`config.mk`:
```
export PLATFORM = sky130hd
export DESIGN_NAME = uart_tx_frame
export DESIGN_NICKNAME = d
export VERILOG_FILES = /design/src/rtl/uart_pkg.sv /design/src/rtl/uart_baud_gen.sv /design/src/rtl/uart_tx_frame.sv
export SDC_FILE = /design/constraint.sdc
export NUM_CORES = 1
export LEC_CHECK = 0
export CAP_MARGIN = 5
export CORE_MARGIN = 5
export CORE_UTILIZATION = 30
export DETAILED_ROUTE_END_ITERATION = 10
export PLACE_DENSITY = 0.46
export SYNTH_ARGS = -nofsm -noshare
export SYNTH_HDL_FRONTEND = slang
export SYNTH_SLANG_ARGS = --single-unit
```
`constraint.sdc`:
```
create_clock -name iClk -period 1.78 [get_ports iClk]
set_input_delay 0.178 -clock iClk [delete_from_list [all_inputs] [get_ports iClk]]
set_output_delay 0.178 -clock iClk [all_outputs]
set_load 0.02 [all_outputs]
```
`src/rtl/uart_pkg.sv`:
```
// uart_pkg
// Definitions shared by the UART transmitter and the planned receiver.
//   uart_state_e : frame sequencer states
//   PAR_EVEN     : parity-sense value selecting even parity
//   PAR_ODD      : parity-sense value selecting odd parity
package uart_pkg;

    typedef enum logic [2:0] {
        IDLE   = 3'd0,
        START  = 3'd1,
        DATA   = 3'd2,
        PARITY = 3'd3,
        STOP   = 3'd4
    } uart_state_e;

    localparam int PAR_EVEN = 0;
    localparam int PAR_ODD  = 1;

endpackage

```
`src/rtl/uart_baud_gen.sv`:
```
// uart_baud_gen
// Bit-period divider. Counts 0..CLK_DIV-1 while enabled and flags the last
// clock of each bit period. Shared with the planned receiver.
// Parameters:
//   CLK_DIV  : clocks per bit (>= 2)
// Ports:
//   iClk     : clock
//   iRst_n   : asynchronous active-low reset
//   clear    : restart the count at 0 (frame start)
//   enable   : count while high, hold while low
//   bit_tick : high on the last clock of a bit period
module uart_baud_gen #(
    parameter int CLK_DIV = 4
) (
    input  logic iClk,
    input  logic iRst_n,
    input  logic clear,
    input  logic enable,
    output logic bit_tick
);

    localparam int DW = $clog2(CLK_DIV);

    logic [DW-1:0] cnt_q;
    logic [DW-1:0] cnt_d;

    assign bit_tick = enable && (cnt_q == DW'(CLK_DIV - 1));

    always_comb begin
        cnt_d = cnt_q;
        if (clear) begin
            cnt_d = '0;
        end else if (enable) begin
            cnt_d = bit_tick ? '0 : cnt_q + 1'b1;
        end
    end

    always_ff @(posedge iClk or negedge iRst_n) begin
        if (!iRst_n) begin
            cnt_q <= '0;
        end else begin
            cnt_q <= cnt_d;
        end
    end

endmodule

```
`src/rtl/uart_tx_frame.sv`:
```
// uart_tx_frame
// Parametrised UART transmitter: start bit, DATA_BITS data bits LSB first,
// optional parity bit, STOP_BITS stop bits; each bit lasts CLK_DIV clocks.
// Build option: define UART_TX_PARITY_EN to include the parity bit
// (sense chosen by PARITY_ODD); without it frames carry no parity.
// Parameters:
//   DATA_BITS  : word width (5..9)
//   CLK_DIV    : clocks per bit (>= 2)
//   STOP_BITS  : stop bits per frame (1 or 2)
//   PARITY_ODD : 0 = even parity, 1 = odd parity
// Ports:
//   iClk   : clock
//   iRst_n : asynchronous active-low reset
//   idata  : word to send, sampled on the accept edge only
//   iEN    : send request
//   oReady : high while idle
//   odata  : registered serial line, idles high
//   oDone  : one-cycle pulse when the last stop bit ends
module uart_tx_frame
    import uart_pkg::*;
#(
    parameter int DATA_BITS  = 8,
    parameter int CLK_DIV    = 4,
    parameter int STOP_BITS  = 1,
    parameter int PARITY_ODD = 0
) (
    input  logic                 iClk,
    input  logic                 iRst_n,
    input  logic [DATA_BITS-1:0] idata,
    input  logic                 iEN,
    output logic                 oReady,
    output logic                 odata,
    output logic                 oDone
);

    localparam int BCW = $clog2(DATA_BITS + 1);

    // Out-of-range parameter sets leave this marker scope in the hierarchy.
    if (DATA_BITS < 5 || DATA_BITS > 9 || CLK_DIV < 2 ||
        STOP_BITS < 1 || STOP_BITS > 2 ||
        (PARITY_ODD != PAR_EVEN && PARITY_ODD != PAR_ODD)) begin : g_illegal_params
    end

    uart_state_e          state_q;
    logic [DATA_BITS-1:0] shift_q;
    logic [BCW-1:0]       bit_cnt_q;
    logic                 stop_cnt_q;
    logic                 line_q;
    logic                 ready_q;
    logic                 done_q;
    logic                 accept;
    logic                 baud_en;
    logic                 bit_tick;

`ifdef UART_TX_PARITY_EN
    logic par_q;
    logic par_d;
    assign par_d = (^idata) ^ (PARITY_ODD == PAR_ODD);
`endif

    assign accept  = iEN && ready_q;
    assign baud_en = (state_q != IDLE);

    assign oReady = ready_q;
    assign odata  = line_q;
    assign oDone  = done_q;

    uart_baud_gen #(
        .CLK_DIV (CLK_DIV)
    ) u_baud (
        .iClk     (iClk),
        .iRst_n   (iRst_n),
        .clear    (accept),
        .enable   (baud_en),
        .bit_tick (bit_tick)
    );

    // line_q is loaded with the level of the bit about to begin, so the
    // start bit appears at the accept edge and every transition is registered.
    always_ff @(posedge iClk or negedge iRst_n) begin
        if (!iRst_n) begin
            state_q    <= IDLE;
            shift_q    <= '0;
            bit_cnt_q  <= '0;
            stop_cnt_q <= 1'b0;
            line_q     <= 1'b1;
            ready_q    <= 1'b1;
            done_q     <= 1'b0;
`ifdef UART_TX_PARITY_EN
            par_q      <= 1'b0;
`endif
        end else begin
            done_q <= 1'b0;
            case (state_q)
                IDLE: begin
                    if (accept) begin
                        shift_q    <= idata;
                        bit_cnt_q  <= '0;
                        stop_cnt_q <= 1'b0;
                        line_q     <= 1'b0;
                        ready_q    <= 1'b0;
                        state_q    <= START;
`ifdef UART_TX_PARITY_EN
                        par_q      <= par_d;
`endif
                    end
                end
                START: begin
                    if (bit_tick) begin
                        line_q  <= shift_q[0];
                        state_q <= DATA;
                    end
                end
                DATA: begin
                    if (bit_tick) begin
                        shift_q   <= shift_q >> 1;
                        bit_cnt_q <= bit_cnt_q + 1'b1;
                        if (bit_cnt_q == BCW'(DATA_BITS - 1)) begin
`ifdef UART_TX_PARITY_EN
                            line_q  <= par_q;
                            state_q <= PARITY;
`else
                            line_q  <= 1'b1;
                            state_q <= STOP;
`endif
                        end else begin
                            line_q <= shift_q[1];
                        end
                    end
                end
`ifdef UART_TX_PARITY_EN
                PARITY: begin
                    if (bit_tick) begin
                        line_q  <= 1'b1;
                        state_q <= STOP;
                    end
                end
`endif
                STOP: begin
                    if (bit_tick) begin
                        if (stop_cnt_q == 1'(STOP_BITS - 1)) begin
                            line_q  <= 1'b1;
                            ready_q <= 1'b1;
                            done_q  <= 1'b1;
                            state_q <= IDLE;
                        end else begin
                            stop_cnt_q <= 1'b1;
                        end
                    end
                end
                default: begin
                    line_q  <= 1'b1;
                    ready_q <= 1'b1;
                    state_q <= IDLE;
                end
            endcase
        end
    end

endmodule

```
==> Yosys cells after proc, flatten, opt, wreduce, memory -nomap -nowiden <==
Cells that the tools add are included.
{ "word_totals": {"input_bits": 11, "word_cells": 65, "reg_bits": 21} }
{ "op_classes": {"n_reduce_logical": 13, "n_mux": 30, "eq_ne": 11, "bitwise_logic": 1, "add_sub_neg": 2} }
{ "op_table": {"columns": ["cell", "count"], "rows": [
  ["3-bit 2-to-1 mux", 6],
  ["8-bit 2-to-1 mux", 2],
  ["8-bit one-hot mux with 2 select lines", 1],
  ["3-bit one-hot mux with 4 select lines", 1],
  ["1-bit 2-to-1 mux", 11],
  ["4-bit 2-to-1 mux", 2],
  ["4-bit one-hot mux with 2 select lines", 1],
  ["2-bit 2-to-1 mux", 3],
  ["2-bit by 1-bit != test with 1-bit output (second input constant)", 3],
  ["2-bit != test (second input constant)", 3],
  ["3-bit AND reduction", 2],
  ["6-bit AND reduction", 1],
  ["2-bit nonzero test", 3],
  ["5-bit AND reduction", 1],
  ["4-bit by 1-bit adder with 4-bit output (second input constant)", 1],
  ["4-bit by 3-bit == test with 1-bit output (second input constant)", 1],
  ["1-bit one-hot mux with 4 select lines", 1],
  ["4-bit AND reduction", 1],
  ["3-bit by 1-bit == test with 1-bit output (second input constant)", 1],
  ["3-bit by 2-bit == test with 1-bit output (second input constant)", 1],
  ["3-bit == test (second input constant)", 1],
  ["3-bit zero test", 1],
  ["1-bit one-hot mux with 3 select lines", 1],
  ["3-bit nonzero test", 1],
  ["6 further kinds", 7]
]} }

==> Depth between registers and ports, before layout <==
Gate-level depths: netlist of the first run.
{ "logic_depth": {"depth_word": 5, "mapped_depth": 6, "mapped_depth_nobuf": 5} }

==> Hierarchy <==
Synthesis of the first run repeated with hierarchy kept, for this count alone.
{ "unflattened": {"hier_cells": 112, "hier_area_um2": 1106.1} }
{ "modules_own_cells": {"columns": ["mod", "instances", "seq_area_each_um2", "cells_each", "area_each_um2"], "rows": [
  ["uart_tx_frame", 1, 452.9, 103, 999.7],
  ["uart_baud_gen", 1, 50.0, 9, 106.4]
]} }

==> Least setup slack after synthesis of the first run <==
OpenSTA, ideal clock, no wires.
{ "synth_path": {"path_type": "flip-flop to flip-flop", "start": "reg ready_q, in the netlist oReady", "end": "reg bit_cnt_q[2]", "period_less_slack_ps": 1582, "n_path_buf": 0, "setup_slack_ps": 198, "path_stages_with_launch": 5, "setup_ps": 122, "required_ps": 1658, "arrival_time_ps": 1460, "path_cell_list": "dfstp_2 -> nand3b_1 -> a211oi_4 -> o21ai_2 -> a32o_1"} }
{ "synth_via": {"elab_chain_len": 3} }
{ "synth_rtl": {"columns": ["item", "line", "text"], "rows": [
  ["start: declaration", "uart_tx_frame.sv:49", "logic ready_q;"],
  ["start signal: assignment", "uart_tx_frame.sv:87", "ready_q <= 1'b1;"],
  ["start signal: assignment", "uart_tx_frame.sv:101", "ready_q <= 1'b0;"],
  ["start signal: assignment", "uart_tx_frame.sv:143", "ready_q <= 1'b1;"],
  ["1-bit logical AND", "uart_tx_frame.sv:61", "assign accept = iEN && ready_q;"],
  ["2-bit != test (no source line)", null, null],
  ["3-bit AND reduction (no source line)", null, null],
  ["end signal: assignment", "uart_tx_frame.sv:117", "bit_cnt_q <= bit_cnt_q + 1'b1;"],
  ["end: declaration", "uart_tx_frame.sv:46", "logic [BCW-1:0] bit_cnt_q;"]
]} }
No other way between the ends.
A chain may end at the register's enable or synchronous reset.

==> Worst setup path in the final report of the first run <==
{ "layout_path": {"start": "reg ready_q, in the netlist oReady", "end": "out oReady"} }
{ "layout_lines": {"columns": ["item", "line", "text"], "rows": [
  ["end: declaration", "uart_tx_frame.sv:31", "output logic oReady,"]
]} }
No word-level cell between the ends.

==> impl_metrics.py, run 1 <==
metrics = {
    "worst_setup_path": {
        "path_buf_inv": 1,
        "cpPeakStageDelay_ps": 620,
        "critPathRequiredTime_ps": 1600,
        "critical_path_depth": 1,
        "worstPathMaxFanout": 7,
        "cp-end-kind": "output port",
        "critPathTopFamily": "buffers and inverters",
        "crit_chain": "clkdlybuf4s50_1",
        "startpoint_type": "flip-flop",
        "cp_slowest_cell": "clkdlybuf4s50_1",
        "worstPathArrival_ps": 1520,
        "reg2reg_depth": 6,
        "path_class": "flip-flop to output port",
    },
    "timing": {
        "max_slew.worst_pin.slew_ps": 458,
        "period_share_pct": 95.6,
        "fin_setup_tns_ps": 0,
        "max_freq_mhz": 588,
        "hold_violations": 0,
        "fin_crit_ps": 1700,
        "timing.slew.headroom_pct": 69.5,
        "rsz0062_at_grt": "no",
        "setup_violations": 0,
        "whs_ps": 203,
        "final-max-slew-violation-count": 0,
        "skew_ps": 3.25,
    },
    "cts": {
        "root_buffer": "clkbuf_4",
        "cts_tree": "built",
        "cts_hold_buffers": 0,
        "post_cts_buffers": 0,
        "cts-htree-levels": 1,
        "cts_num_sinks": 20,
        "cts_buffers": 3,
        "clock_path_buffers": 2,
        "clk_latency_ps": 300,
        "clk_pin_slew_ps": 110,
        "cts_resized": 0,
    },
    "route": {
        "drc": 0,
        "drt_wl_total_um": 2000,
        "via_per_inst": 4.65,
        "vias": 782,
        "final_antenna_net_count": 0,
        "drtIter0Drc": 38,
        "wl_per_cell_um": 11.9,
        "first_pass_iters": 4,
    },
    "placed_design": {
        "dp.final_hpwl_um": 1520,
        "io_buffers": 13,
        "gp_congestion": 0.729,
    },
    "die": {
        "die_height_um": 68.7,
        "ios": 14,
        "die_w_um": 68.7,
        "initial_utilization_pct": 30.9,
        "coreArea_um2": 3340,
        "dieArea_um2": 4710,
        "rows": 21,
    },
    "yosys": {
        "avgSynthCellArea_um2": 10.1,
        "synth.net_count": 115,
        "postSynth.asyncResetShare_pct": 100,
        "synth_top_area_share_pct": 43.6,
        "syn_area_um2": 1030,
        "synthTopCellsByCount": "dfrtp_1 (18), a21oi_1 (14), nor2_1 (11)",
        "synth_seq_area_share_pct": 48.7,
        "synth_edf_count": 0,
        "synthTopCellsByArea": "dfrtp_1 (44%), mux2i_1 (8.7%), a21oi_1 (6.8%)",
        "yosysMostFrequentCell": "dfrtp_1",
        "synthCells": 102,
        "ys_warn_count": 0,
        "ys_types": 32,
        "post-synth-top-area-cell": "dfrtp_1",
        "ys.flop_type": "dfrtp_1",
        "ys_seq_elements": 20,
    },
    "global_routing": {
        "grt_overflow_total": 0,
        "grt_pass1_wl_um": 3460,
        "grt_usage_pct": 10.0,
        "grt_pass1_vias": 768,
        "grt_max_degree": 21,
        "antenna_found_initial": 0,
    },
    "layout": {
        "antennaDiodeCount": 0,
        "fin_util_pct": 39.0,
        "syn2layout_area_growth_pct": 25.9,
        "fin_nets": 136,
        "drive_gt1_share_pct": 16.4,
    },
    "power_and_ir_drop": {
        "power_density_nw_per_um2": 1250,
        "power.total_mw": 1.63,
        "p_leak_nw": 0.551,
        "irDropWorstVdd_mv": 0.541,
    },
    "run_status": {
        "status": "complete, no violations",
    },
    "run": {
        "maxCapViolCount": 0,
    },
    "worst_hold_path": {
        "hold_path_class": "primary input to async pin",
    },
}
through the flow:
stage / worst slack [ps] / cells / cell area [µm²]
6_report: 78.2 / 168 / 1300
3_5_place_dp: 173 / 164 / 1250
5_1_grt: 19.4 / 168 / 1300
4_1_cts: 58.6 / 168 / 1300
2_1_floorplan: 198 / 102 / 1030
3_3_place_gp: 235 / 164 / 1250
registers in the layout, summed over array words and instances, names as in the netlist:
signal and cells:
bit_cnt_q 4, state_q 3, u_baud.cnt_q 2, oReady 1, shift_q 8, odata 1, oDone 1
layout by cell type, fill, tap and decap left out, types with 2 or more instances in the layout:
master           Yosys  layout
a21oi_1             14      14
buf_4                2       9
clkbuf_4             0       3
clkdlybuf4s50_1      0      13
dfrtp_1             18      18
dfstp_2              2       2
ha_1                 2       2
inv_1                5       5
mux2i_1              9       9
nand2_1              4       4
nand3_1              4       4
nand3b_1             3       3
nor2_1              11      11
nor3_1               2       2
o21ai_0              6       6
power breakdown:
group	switching (mW)	internal [mW]	total [mW]
logic	0.255	0.276	0.531
clock network	0.138	0.228	0.365
registers	0.113	0.616	0.729
logic make-up (layout without fill, tap and decap cells):
kind of cell	count (synthesis)	after routing	share of synthesized area (%)
AOI/OAI and AO/OA	26	26	15.6
buffers and inverters	11	31	5.70
xor gates and xnor gates	2	2	1.70
muxes	10	10	9.82
adders and majority gates	2	2	2.42
and+or+nand+nor	31	31	16.0
DFF	20	20	48.7
cell type report:
class / count / area, µm²
Fill cell: 363 / 2040
Sequential cell: 20 / 503
Multi-Input combinational cell: 71 / 470
Timing Repair Buffer: 22 / 198
Tap cell: 46 / 57.6
Clock inverter: 1 / 30.0
Clock buffer: 3 / 22.5
Inverter: 5 / 18.8
final timing paths:
path / startpoint / to / slack [ps]
min in group iClk: idata[7] / shift_q[7] / 410
max in group asynchronous: iRst_n / oReady / 1310
min: iRst_n / shift_q[1] / 200
min reg2reg: bit_cnt_q[0] / bit_cnt_q[0] / 500
max: oReady / oReady / 80
max reg2reg: u_baud.cnt_q[0] / shift_q[3] / 180
routing by layer:
metal  vias up  part of all wire (%)  track usage [%]
li1        401                     -                -
met1       366                    46             12.1
met2        13                    49             17.2
met3         2                   4.1             3.40
met4         0                   1.0             2.23
met5         -                     0                0
Power figures use the tool's default switching activity.
==> run 2: changes to the inputs <==
--- a/config.mk
+++ b/config.mk
@@ -5,11 +5,12 @@
 export SDC_FILE = /design/constraint.sdc
 export NUM_CORES = 1
 export LEC_CHECK = 0
-export CAP_MARGIN = 5
 export CORE_MARGIN = 5
 export CORE_UTILIZATION = 30
 export DETAILED_ROUTE_END_ITERATION = 10
+export GPL_TIMING_DRIVEN = 0
 export PLACE_DENSITY = 0.46
+export SKIP_CTS_REPAIR_TIMING = 1
 export SYNTH_ARGS = -nofsm -noshare
 export SYNTH_HDL_FRONTEND = slang
 export SYNTH_SLANG_ARGS = --single-unit
==> run 2 against run 1 <==
  * Die area unchanged
  * Register-to-register slack improved by 50 ps
  * Non-clock buffer count decreased by 1
  * Clock skew about the same
  * Combinational power increased by 3%
  * Sequential cell count unchanged
  * Global-route usage increased by 1.2 points
  * Core utilization decreased by 1.1 points
  * Via count increased by 3.5%
  * Critical path type unchanged
  * Largest power group unchanged
==> impl_metrics.py, run 2 (synthesis gave the netlist of run 1 again) <==
metrics = {
    "run_status": {
        "status": "complete, no violations",
    },
    "worst_setup_path": {
        "cp-end-kind": "output port",
        "path_buf_inv": 1,
        "worstPathArrival_ps": 1520,
        "path_class": "flip-flop to output port",
        "worstPathMaxFanout": 7,
        "cpPeakStageDelay_ps": 620,
        "critPathTopFamily": "buffers and inverters",
        "cp_slowest_cell": "clkdlybuf4s50_1",
        "crit_chain": "clkdlybuf4s50_1",
        "critPathRequiredTime_ps": 1600,
        "startpoint_type": "flip-flop",
    },
    "layout": {
        "drive_gt1_share_pct": 15.0,
        "most-common-layout-cells": "dfrtp_1 (18), a21oi_1 (14), clkdlybuf4s50_1 (13)",
        "multi_input_area_um2": 475,
        "reg_top3": "shift_q x8, bit_cnt_q x4, state_q x3",
        "fin_area_um2": 1260,
        "syn2layout_area_growth_pct": 22.3,
        "regArea_um2": 503,
        "antennaDiodeCount": 0,
        "largest_reg_flops": 8,
        "layout_commonest_cell": "dfrtp_1",
        "top_register": "shift_q",
        "fin_nets": 135,
        "nFillCells": 362,
    },
    "global_routing": {
        "grt_max_degree": 21,
        "antenna_found_initial": 0,
        "grt_pass1_vias": 835,
        "grt_overflow_total": 0,
        "grt_usage_pct": 11.3,
        "grt_pass1_wl_um": 3920,
    },
    "die": {
        "ios": 14,
        "dieArea_um2": 4710,
        "die_w_um": 68.7,
        "initial_utilization_pct": 30.9,
        "coreArea_um2": 3340,
        "rows": 21,
        "die_height_um": 68.7,
    },
    "worst_hold_path": {
        "hold_path_class": "primary input to async pin",
    },
    "placed_design": {
        "io_buffers": 13,
        "gp_congestion": 0.786,
        "place_area_um2": 1220,
        "place_ws_ps": -146,
        "dp.final_hpwl_um": 1530,
    },
    "timing": {
        "skew_ps": 3.07,
        "final-max-slew-violation-count": 0,
        "max_slew.worst_pin.slew_ps": 916,
        "setup_violations": 0,
        "period_share_pct": 95.5,
        "hold_violations": 0,
        "rsz0062_at_grt": "no",
        "timing.slew.headroom_pct": 38.8,
        "max_freq_mhz": 589,
        "fin_crit_ps": 1700,
        "setup_ws_ps": 80.8,
    },
    "cts": {
        "cts_tree": "built",
        "cts-htree-levels": 1,
        "clk_pin_slew_ps": 110,
        "cts_buffers": 3,
        "root_buffer": "clkbuf_4",
        "cts_num_sinks": 20,
        "clk_latency_ps": 300,
        "clock_path_buffers": 2,
    },
    "route": {
        "final_antenna_net_count": 0,
        "via_per_inst": 4.87,
        "vias": 809,
        "drc": 0,
        "drt_wl_total_um": 2140,
        "wl_per_cell_um": 12.9,
        "drtIter0Drc": 38,
        "first_pass_iters": 4,
    },
    "power_and_ir_drop": {
        "p_leak_nw": 0.533,
        "p_seq_share_pct": 48.4,
        "p_sw_uw": 517,
        "clockPowerShare_pct": 14.6,
        "intPower_uw": 960,
        "p_comb_share_pct": 37.0,
        "irDropWorstVdd_mv": 0.385,
        "power.share.switching_pct": 35.0,
        "power_density_nw_per_um2": 1170,
    },
    "run": {
        "maxCapViolCount": 0,
    },
}
==> run 2: final timing paths <==
path	from	endpoint	slack [ps]	cells past startpoint
min	iRst_n	oDone	390	1
min reg2reg	bit_cnt_q[0]	bit_cnt_q[0]	520	1
max in group asynchronous	iRst_n	shift_q[5]	840	1
max	oReady	oReady	80	1
min in group iClk	idata[7]	shift_q[7]	410	3
max reg2reg	state_q[0]	shift_q[1]	230	5
==> run 2: power by group through the flow <==
stage          Clock [mW]  Combinational, mW  Sequential (mW)
2_1_floorplan           0              0.396            0.712
3_3_place_gp            0              0.528            0.721
3_5_place_dp            0              0.543            0.730
4_1_cts             0.234              0.549            0.718
5_1_grt             0.245              0.633            0.741
6_report            0.215              0.547            0.715
==> run 2: metal layers <==
| metal | vias up | GRT usage, % | share of wire [%] |
|---|---|---|---|
| met5 | - | 0 | 0 |
| met4 | 0 | 4.47 | 0.75 |
| met3 | 2 | 2.59 | 4.7 |
| met2 | 18 | 18.2 | 50 |
| met1 | 393 | 14.4 | 45 |
| li1 | 396 | - | - |
==> run 2: cell type report <==
type / instances / area share [%]
tap: 46 / 4.56
buffer: 6 / 3.17
sequential: 20 / 39.8
multi-input combinational: 71 / 37.7
clock buffer: 3 / 1.78
inverter: 5 / 1.49
timing repair buffer: 15 / 11.5
==> run 2: metrics by stage <==
step                      setup TNS [ps]  util (%)  hold slack, ps  std cells  total power, mW
after floorplan                        0         -            -118        102             1.11
after global placement             -1070      36.6             485        161             1.25
after detailed placement           -1400      36.6             507        161             1.27
after CTS                              0      37.2             402        164             1.50
after global routing                   0      37.8             458        166             1.62
final                                  0      37.8             385        166             1.48
